## src/rtl/sync_fifo_pkg.sv

```systemverilog
// Shared definitions for the parametrised synchronous FIFO.
// Provides read-mode constants, count-width helper and parameter sanity checks.
package sync_fifo_pkg;

    localparam int FIFO_MODE_STD  = 0;
    localparam int FIFO_MODE_FWFT = 1;

    function automatic int fifo_cnt_w(input int depth);
        return $clog2(depth + 1);
    endfunction

    function automatic bit fifo_params_ok(
        input int depth,
        input int af_th,
        input int ae_th,
        input int mode
    );
        return (depth >= 2)
            && (af_th >= 1) && (af_th <= depth)
            && (ae_th >= 0) && (ae_th <= depth - 1)
            && ((mode == FIFO_MODE_STD) || (mode == FIFO_MODE_FWFT));
    endfunction

endpackage

```

## src/rtl/fifo_mem.sv

```systemverilog
// Register-array storage for the FIFO.
// One synchronous write port, one asynchronous read port.
module fifo_mem #(
    parameter int DATA_WIDTH = 8,
    parameter int FIFO_DEPTH = 10,
    parameter int ADDR_W     = 4
) (
    input  logic                  clk,
    input  logic                  wr_en,
    input  logic [ADDR_W-1:0]     wr_addr,
    input  logic [DATA_WIDTH-1:0] wr_data,
    input  logic [ADDR_W-1:0]     rd_addr,
    output logic [DATA_WIDTH-1:0] rd_data
);

    logic [DATA_WIDTH-1:0] mem [FIFO_DEPTH];

    always_ff @(posedge clk) begin
        if (wr_en) begin
            mem[wr_addr] <= wr_data;
        end
    end

    assign rd_data = mem[rd_addr];

endmodule

```

## src/rtl/sync_fifo_param.sv

```systemverilog
// Single-clock FIFO of arbitrary depth with thresholds, count and error pulses.
// Supports registered (standard) and first-word-fall-through read modes.
module sync_fifo_param
    import sync_fifo_pkg::*;
#(
    parameter int DATA_WIDTH = 8,
    parameter int FIFO_DEPTH = 10,
    parameter int AF_TH      = FIFO_DEPTH - 2,
    parameter int AE_TH      = 2,
    parameter int FWFT       = FIFO_MODE_STD,
    parameter int CNT_W      = fifo_cnt_w(FIFO_DEPTH)
) (
    input  logic                  clk,
    input  logic                  rst,
    input  logic                  wt_ena,
    input  logic [DATA_WIDTH-1:0] data_in,
    input  logic                  rd_ena,
    output logic [DATA_WIDTH-1:0] data_out,
    output logic                  data_valid,
    output logic                  full,
    output logic                  empty,
    output logic                  almost_full,
    output logic                  almost_empty,
    output logic [CNT_W-1:0]      count,
    output logic                  overflow,
    output logic                  underflow
);

    localparam int PTR_W = $clog2(FIFO_DEPTH);

    if (!fifo_params_ok(FIFO_DEPTH, AF_TH, AE_TH, FWFT)) begin : g_bad_params
        $error("sync_fifo_param: illegal parameter set");
    end

    logic [PTR_W-1:0]      wr_ptr;
    logic [PTR_W-1:0]      rd_ptr;
    logic [DATA_WIDTH-1:0] rd_data;
    logic                  rd_acc;
    logic                  wr_acc;

    // A full FIFO may still take a write when the same edge frees a slot.
    assign rd_acc = rd_ena && !empty;
    assign wr_acc = wt_ena && (!full || rd_acc);

    assign full         = (count == CNT_W'(FIFO_DEPTH));
    assign empty        = (count == '0);
    assign almost_full  = (count >= CNT_W'(AF_TH));
    assign almost_empty = (count <= CNT_W'(AE_TH));

    fifo_mem #(
        .DATA_WIDTH (DATA_WIDTH),
        .FIFO_DEPTH (FIFO_DEPTH),
        .ADDR_W     (PTR_W)
    ) u_mem (
        .clk     (clk),
        .wr_en   (wr_acc),
        .wr_addr (wr_ptr),
        .wr_data (data_in),
        .rd_addr (rd_ptr),
        .rd_data (rd_data)
    );

    always_ff @(posedge clk) begin
        if (rst) begin
            wr_ptr    <= '0;
            rd_ptr    <= '0;
            count     <= '0;
            overflow  <= 1'b0;
            underflow <= 1'b0;
        end else begin
            if (wr_acc) begin
                wr_ptr <= (wr_ptr == PTR_W'(FIFO_DEPTH - 1))
                        ? '0 : wr_ptr + 1'b1;
            end
            if (rd_acc) begin
                rd_ptr <= (rd_ptr == PTR_W'(FIFO_DEPTH - 1))
                        ? '0 : rd_ptr + 1'b1;
            end
            unique case ({wr_acc, rd_acc})
                2'b10:   count <= count + 1'b1;
                2'b01:   count <= count - 1'b1;
                default: count <= count;
            endcase
            overflow  <= wt_ena && full && !rd_ena;
            underflow <= rd_ena && empty;
        end
    end

    if (FWFT == FIFO_MODE_FWFT) begin : g_fwft
        assign data_out   = rd_data;
        assign data_valid = !empty;
    end else begin : g_std
        logic [DATA_WIDTH-1:0] dout_q;
        logic                  dv_q;

        always_ff @(posedge clk) begin
            if (rst) begin
                dout_q <= '0;
                dv_q   <= 1'b0;
            end else if (rd_acc) begin
                dout_q <= rd_data;
                dv_q   <= 1'b1;
            end else begin
                dv_q   <= 1'b0;
            end
        end

        assign data_out   = dout_q;
        assign data_valid = dv_q;
    end

endmodule

```

## config.mk

```make
export PLATFORM = sky130hd
export DESIGN_NAME = sync_fifo_param
export DESIGN_NICKNAME = d
export VERILOG_FILES = /design/src/rtl/sync_fifo_pkg.sv /design/src/rtl/fifo_mem.sv /design/src/rtl/sync_fifo_param.sv
export SDC_FILE = /design/constraint.sdc
export NUM_CORES = 1
export LEC_CHECK = 0
export CORE_ASPECT_RATIO = 1.1
export CORE_UTILIZATION = 60
export CTS_CLUSTER_DIAMETER = 50
export DETAILED_ROUTE_END_ITERATION = 8
export PLACE_DENSITY = 0.77
export SETUP_SLACK_MARGIN = 0.05
export SLEW_MARGIN = 30
export SYNTH_ARGS = -nofsm -noshare
export SYNTH_HDL_FRONTEND = slang
export SYNTH_SLANG_ARGS = --single-unit
```

## constraint.sdc

```tcl
create_clock -name clk -period 5.7 [get_ports clk]
set_input_delay 1.425 -clock clk [delete_from_list [all_inputs] [get_ports clk]]
set_output_delay 1.425 -clock clk [all_outputs]
set_load 0.1 [all_outputs]
```

After elaboration in Yosys (flattened, before gate mapping)
Memory sizes are Yosys's and may differ from the RTL's. A register that Yosys moved wholly into a read port is not among the register bits.
Index checks and enable logic that the tools add are counted.
{"block": "classes", "add_sub_neg": 4, "order_cmp": 2, "eq_ne": 5, "n_mux": 6, "reduce_logical": 11}
{"operator": "$add A4 B1 Y4 const B", "n": 3}
{"operator": "$eq A4 B4 Y1 const B", "n": 3}
{"operator": "$mux W4", "n": 2}
{"operator": "$pmux W4 S2", "n": 1}
{"operator": "$logic_and A1 B1 Y1", "n": 5}
{"operator": "$ge A4 B4 Y1 const B", "n": 1}
{"operator": "$le A4 B2 Y1 const B", "n": 1}
{"operator": "$logic_not A4 Y1", "n": 1}
{"operator": "$sub A4 B1 Y4 const B", "n": 1}
{"operator": "$logic_not A1 Y1", "n": 3}
{"operator": "$mux W1", "n": 3}
{"operator": "$eq A2 B1 Y1 const B", "n": 1}
{"operator": "$eq A2 B2 Y1 const B", "n": 1}
{"operator": "$reduce_bool A2 Y1", "n": 1}
{"operator": "$logic_or A1 B1 Y1", "n": 1}
{"block": "word_totals", "reg_bits": 15, "ramBits": 80, "in_bits": 12, "output_inout_bits": 19, "wordCells": 35, "mem_count": 1}
{"memory": "u_mem.mem", "depth": 10, "word_bits": 8, "rd": 1, "rd_ports_with_merged_regs": 1, "wr": 1, "line": "fifo_mem.sv:16", "source": "logic [DATA_WIDTH-1:0] mem [FIFO_DEPTH];"}

Longest topological paths before layout
{"block": "logic_depth", "word_depth": 7, "ltp_mapped": 8, "depth_no_buf": 7}

Modules after synthesis
A second synthesis with hierarchy kept.
{"block": "hier_totals", "hier_cells": 314, "hier_area_um2": 4398.0}
{"module": "fifo_mem", "n_inst": 1, "cells_each": 181, "area_each_um2": 3241.9, "seq_area_each_um2": 2402.3}
{"module": "sync_fifo_param", "n_inst": 1, "cells_each": 133, "area_each_um2": 1156.1, "seq_area_each_um2": 460.4}

Worst setup path before layout
Ideal clock, no wire load.
{"block": "synth_path", "kind": "register -> output", "startpoint": "register count[1]", "endpoint": "output port almost_empty", "arrival_ns": 3.279, "required_time_ns": 4.275, "setup_slack_ns": 0.996, "path_stages_with_launch": 3, "path_buffers": 1, "cell_sequence": "dfxtp_1 > buf_2 > a211oi_1"}
{"block": "synth_between", "elab_chain_cells": 1}
{"element": "start, declared", "line": "sync_fifo_param.sv:24", "source": "output logic [CNT_W-1:0] count,"}
{"element": "start signal, assigned", "line": "sync_fifo_param.sv:80", "source": "2'b10: count <= count + 1'b1;"}
{"element": "start signal, assigned", "line": "sync_fifo_param.sv:81", "source": "2'b01: count <= count - 1'b1;"}
{"element": "start signal, assigned", "line": "sync_fifo_param.sv:82", "source": "default: count <= count;"}
{"element": "$le A4 B2 Y1", "line": "sync_fifo_param.sv:48", "source": "assign almost_empty = (count <= CNT_W'(AE_TH));"}
{"element": "end, declared", "line": "sync_fifo_param.sv:23", "source": "output logic almost_empty,"}
Every way passes these cells.

Worst setup path in the final report
{"block": "layout_path", "startpoint": "register count[3]", "endpoint": "output port full"}
{"block": "layout_between", "elab_chain_cells": 1}
{"element": "$eq A4 B4 Y1", "line": "sync_fifo_param.sv:45", "source": "assign full = (count == CNT_W'(FIFO_DEPTH));"}
{"element": "end, declared", "line": "sync_fifo_param.sv:20", "source": "output logic full,"}
Every way passes these cells.

==> flow_metrics.env <==
export IMPL_outcome="finished clean"
export IMPL_port_buffers=30
export IMPL_grt_pass1_vias=2135
export IMPL_cp_max_fo=11
export IMPL_routed_wl_mm=7.34
export IMPL_holdCritPathClass="flop to flop"
export IMPL_antennaDiodeCount=0
export IMPL_fin_util_pct=71.4
export IMPL_ctsHoldBuffers=0
export IMPL_p_comb_share_pct=23.6
export IMPL_leakagePower_uw=0.00154
export IMPL_die_x_um=82.1
export IMPL_hpwlAfterDp_mm=4.78
export IMPL_synth_edf_count=80
export IMPL_yosys_warnings=0
export IMPL_fin_setup_tns_ns=0
export IMPL_grt_pass1_wl_mm=11.4
export IMPL_dieArea_mm2=0.00739
export IMPL_syn_num_nets=281
export IMPL_dr_first_iter_drc_count=124
export IMPL_finalSetupViolations=0
export IMPL_hold_worst_slack_ns=0.454
export IMPL_cts_buffers=9
export IMPL_fin_crit_ns=4.17
export IMPL_drc=0
export IMPL_drt_first_pass_iters=4
export IMPL_max_vdd_ir_drop_mv=0.222
export IMPL_final_common_cell="edfxtp_1"
export IMPL_swShare_pct=32.3
export IMPL_cts_root_buffer="clkbuf_8"
export IMPL_nNetsFinal=308
export IMPL_p_int_uw=1140
export IMPL_overflow=0
export IMPL_vias=2281
export IMPL_grt_max_degree=29
export IMPL_hold_viol_final=0
export IMPL_gp_routability_congestion=0.797
export IMPL_p_per_area_mw_per_mm2=352
export IMPL_fin_crit_sh_pct=73.2
export IMPL_crit_end="full"
export IMPL_worst_clock_skew_ns=0.0107
export IMPL_reg2reg_depth=4
export IMPL_syn_cell_area_mm2=0.00423
export IMPL_p_clk_share_pct=24.8
export IMPL_p_switching_uw=544
export IMPL_setup_worst_path_start_class="flop"
export IMPL_rows=31
export IMPL_cts_tree="done"
export IMPL_cts_repair_resized=0
export IMPL_yosysUniqueCellTypes=47
export IMPL_clock_latency_ns=0.36
export IMPL_ys_ff_latch=103
export IMPL_yosys_most_used_dff="edfxtp_1"
export IMPL_layout_common_cells="edfxtp_1 (80), clkdlybuf4s50_1 (30), dfxtp_1 (23)"
export IMPL_antenna_left=0
export IMPL_startpoint="count[3]"
export IMPL_slew_headroom_pct=33.8
export IMPL_critPathKind="flop to output port"
export IMPL_reg2reg_from="count[0]"
export IMPL_drv_cap=0
export IMPL_initial_core_util_pct=63.1
export IMPL_grt_setup_unrepaired="false"
export IMPL_coreArea_mm2=0.00671
export IMPL_cts_buffer_depth=2
export IMPL_worstHoldStart="data_out[5]"
export IMPL_arrival_ns=2.75
export IMPL_track_usage_pct=21.9
export IMPL_cts_sinks=103
export IMPL_num_fill_cells=455
export IMPL_via_per_inst=5.97
export IMPL_r2r_end="u_mem.mem[4][6]"
export IMPL_seqPwrFrac_pct=51.6
export IMPL_worst_slew_pin_slew_ns=0.991
export IMPL_avgSynthCellArea_um2=15.8
export IMPL_post_cts_buffers=0
export IMPL_crit_required_ns=4.28
export IMPL_finalMaxSlewViolations=0
export IMPL_avgRoutedWirePerCell_um=19.2
export IMPL_areaGrowthSynthToFinish_pct=13.2
export IMPL_pin_count=31
export IMPL_reg2reg_slack_ns=3.20
export IMPL_cts_htree_levels=3
export IMPL_cp_end_kind="output port"
export IMPL_drive_gt1_share_pct=16.3
export IMPL_netlist_instances=268
export IMPL_die_h_um=90.1
export IMPL_path_clk_slew_ns=0.10
export IMPL_max_freq_mhz=240
export IMPL_antenna_found_initial=0
export IMPL_seq_area_frac_synth_pct=67.7
export IMPL_async_reset_ff_share_pct=0
==> critical path, cell delays in order, from the launching register on <==
cell,delay [ns]
dfxtp_1,0.59
or3b_1,0.52
nor2_1,0.14
clkdlybuf4s50_1,1.14
==> cells in the mapped netlist (2+ instances only) <==
| cell | instances | share of area [%] |
|---|---|---|
| nor2b_1 | 3 | 0.44 |
| mux2_2 | 9 | 2.4 |
| o21ai_1 | 7 | 0.83 |
| or3_1 | 2 | 0.30 |
| a21o_1 | 2 | 0.35 |
| nor4_1 | 2 | 0.30 |
| mux2i_1 | 11 | 2.6 |
| nor2_1 | 14 | 1.2 |
| edfxtp_1 | 80 | 57 |
| nand3_1 | 2 | 0.24 |
| mux4_1 | 7 | 4.3 |
| nor3_1 | 6 | 0.71 |
| buf_2 | 6 | 0.71 |
| inv_1 | 2 | 0.18 |
| o21ai_0 | 3 | 0.35 |
| nand2b_1 | 7 | 1.0 |
| dfxtp_1 | 23 | 11 |
| mux4_2 | 9 | 4.8 |
| nand2_1 | 12 | 1.1 |
| clkbuf_1 | 10 | 0.89 |
| xor2_1 | 3 | 0.62 |
| nor4b_1 | 2 | 0.41 |
| a21oi_1 | 22 | 2.6 |
==> sequential cells by signal, indices dropped and copies added, names as in the netlist <==
| name | flops |
|---|---|
| count | 4 |
| data_out | 8 |
| data_valid | 1 |
| overflow | 1 |
| rd_ptr | 4 |
| u_mem.mem | 80 |
| underflow | 1 |
| wr_ptr | 4 |
==> cell families (layout without fill, tap and decap cells) <==
family | Yosys count | in the layout | share of synthesized area (%)
mux | 36 | 36 | 14.1
buf+inv | 22 | 54 | 2.78
xor+xnor | 4 | 4 | 0.828
simple gates | 57 | 57 | 7.24
fa+ha+maj | 1 | 1 | 0.296
flops | 103 | 103 | 67.7
compound gates | 45 | 45 | 7.07
==> per-layer routing <==
metal  wire length, um  global-route usage, %
met2              3600                   34.2
met3               273                   5.08
met4                69                   6.43
met1              3400                   30.7
met5                 0                      0
==> power by group through the flow <==
| stage | clock network [uW] | registers, uW | logic [uW] |
|---|---|---|---|
| global placement | 0 | 885 | 392 |
| floorplan | 0 | 980 | 224 |
| finish | 417 | 869 | 398 |
| CTS | 422 | 869 | 402 |
| global route | 450 | 875 | 423 |
| detailed placement | 0 | 887 | 400 |
==> worst min-delay path by stage <==
stage	cells past startpoint	endpoint
finish	2	data_out[5]
global route	2	data_out[5]
CTS	2	data_out[5]
detailed placement	2	data_out[5]
global placement	2	data_out[5]
floorplan	2	wr_ptr[1]
==> per-stage QoR <==
step | cell area, um2 | instances | power (uW) | setup slack (ns)
floorplan | 4230 | 268 | 1200 | 0.996
global placement | 4570 | 365 | 1280 | 1.67
detailed placement | 4600 | 366 | 1290 | 1.78
CTS | 4780 | 382 | 1690 | 1.52
global route | 4790 | 382 | 1750 | 1.38
finish | 4790 | 382 | 1680 | 1.53
==> cell type report <==
class	count	area (um2)	area share (%)
sequential	103	2860	59.8
multi-input combinational	143	1290	26.9
timing repair buffer	36	349	7.29
clock buffer	9	124	2.59
tap	82	103	2.14
clock inverter	7	55.1	1.15
inverter	2	7.51	0.157
Note: power is estimated with default switching activity, not from simulation.
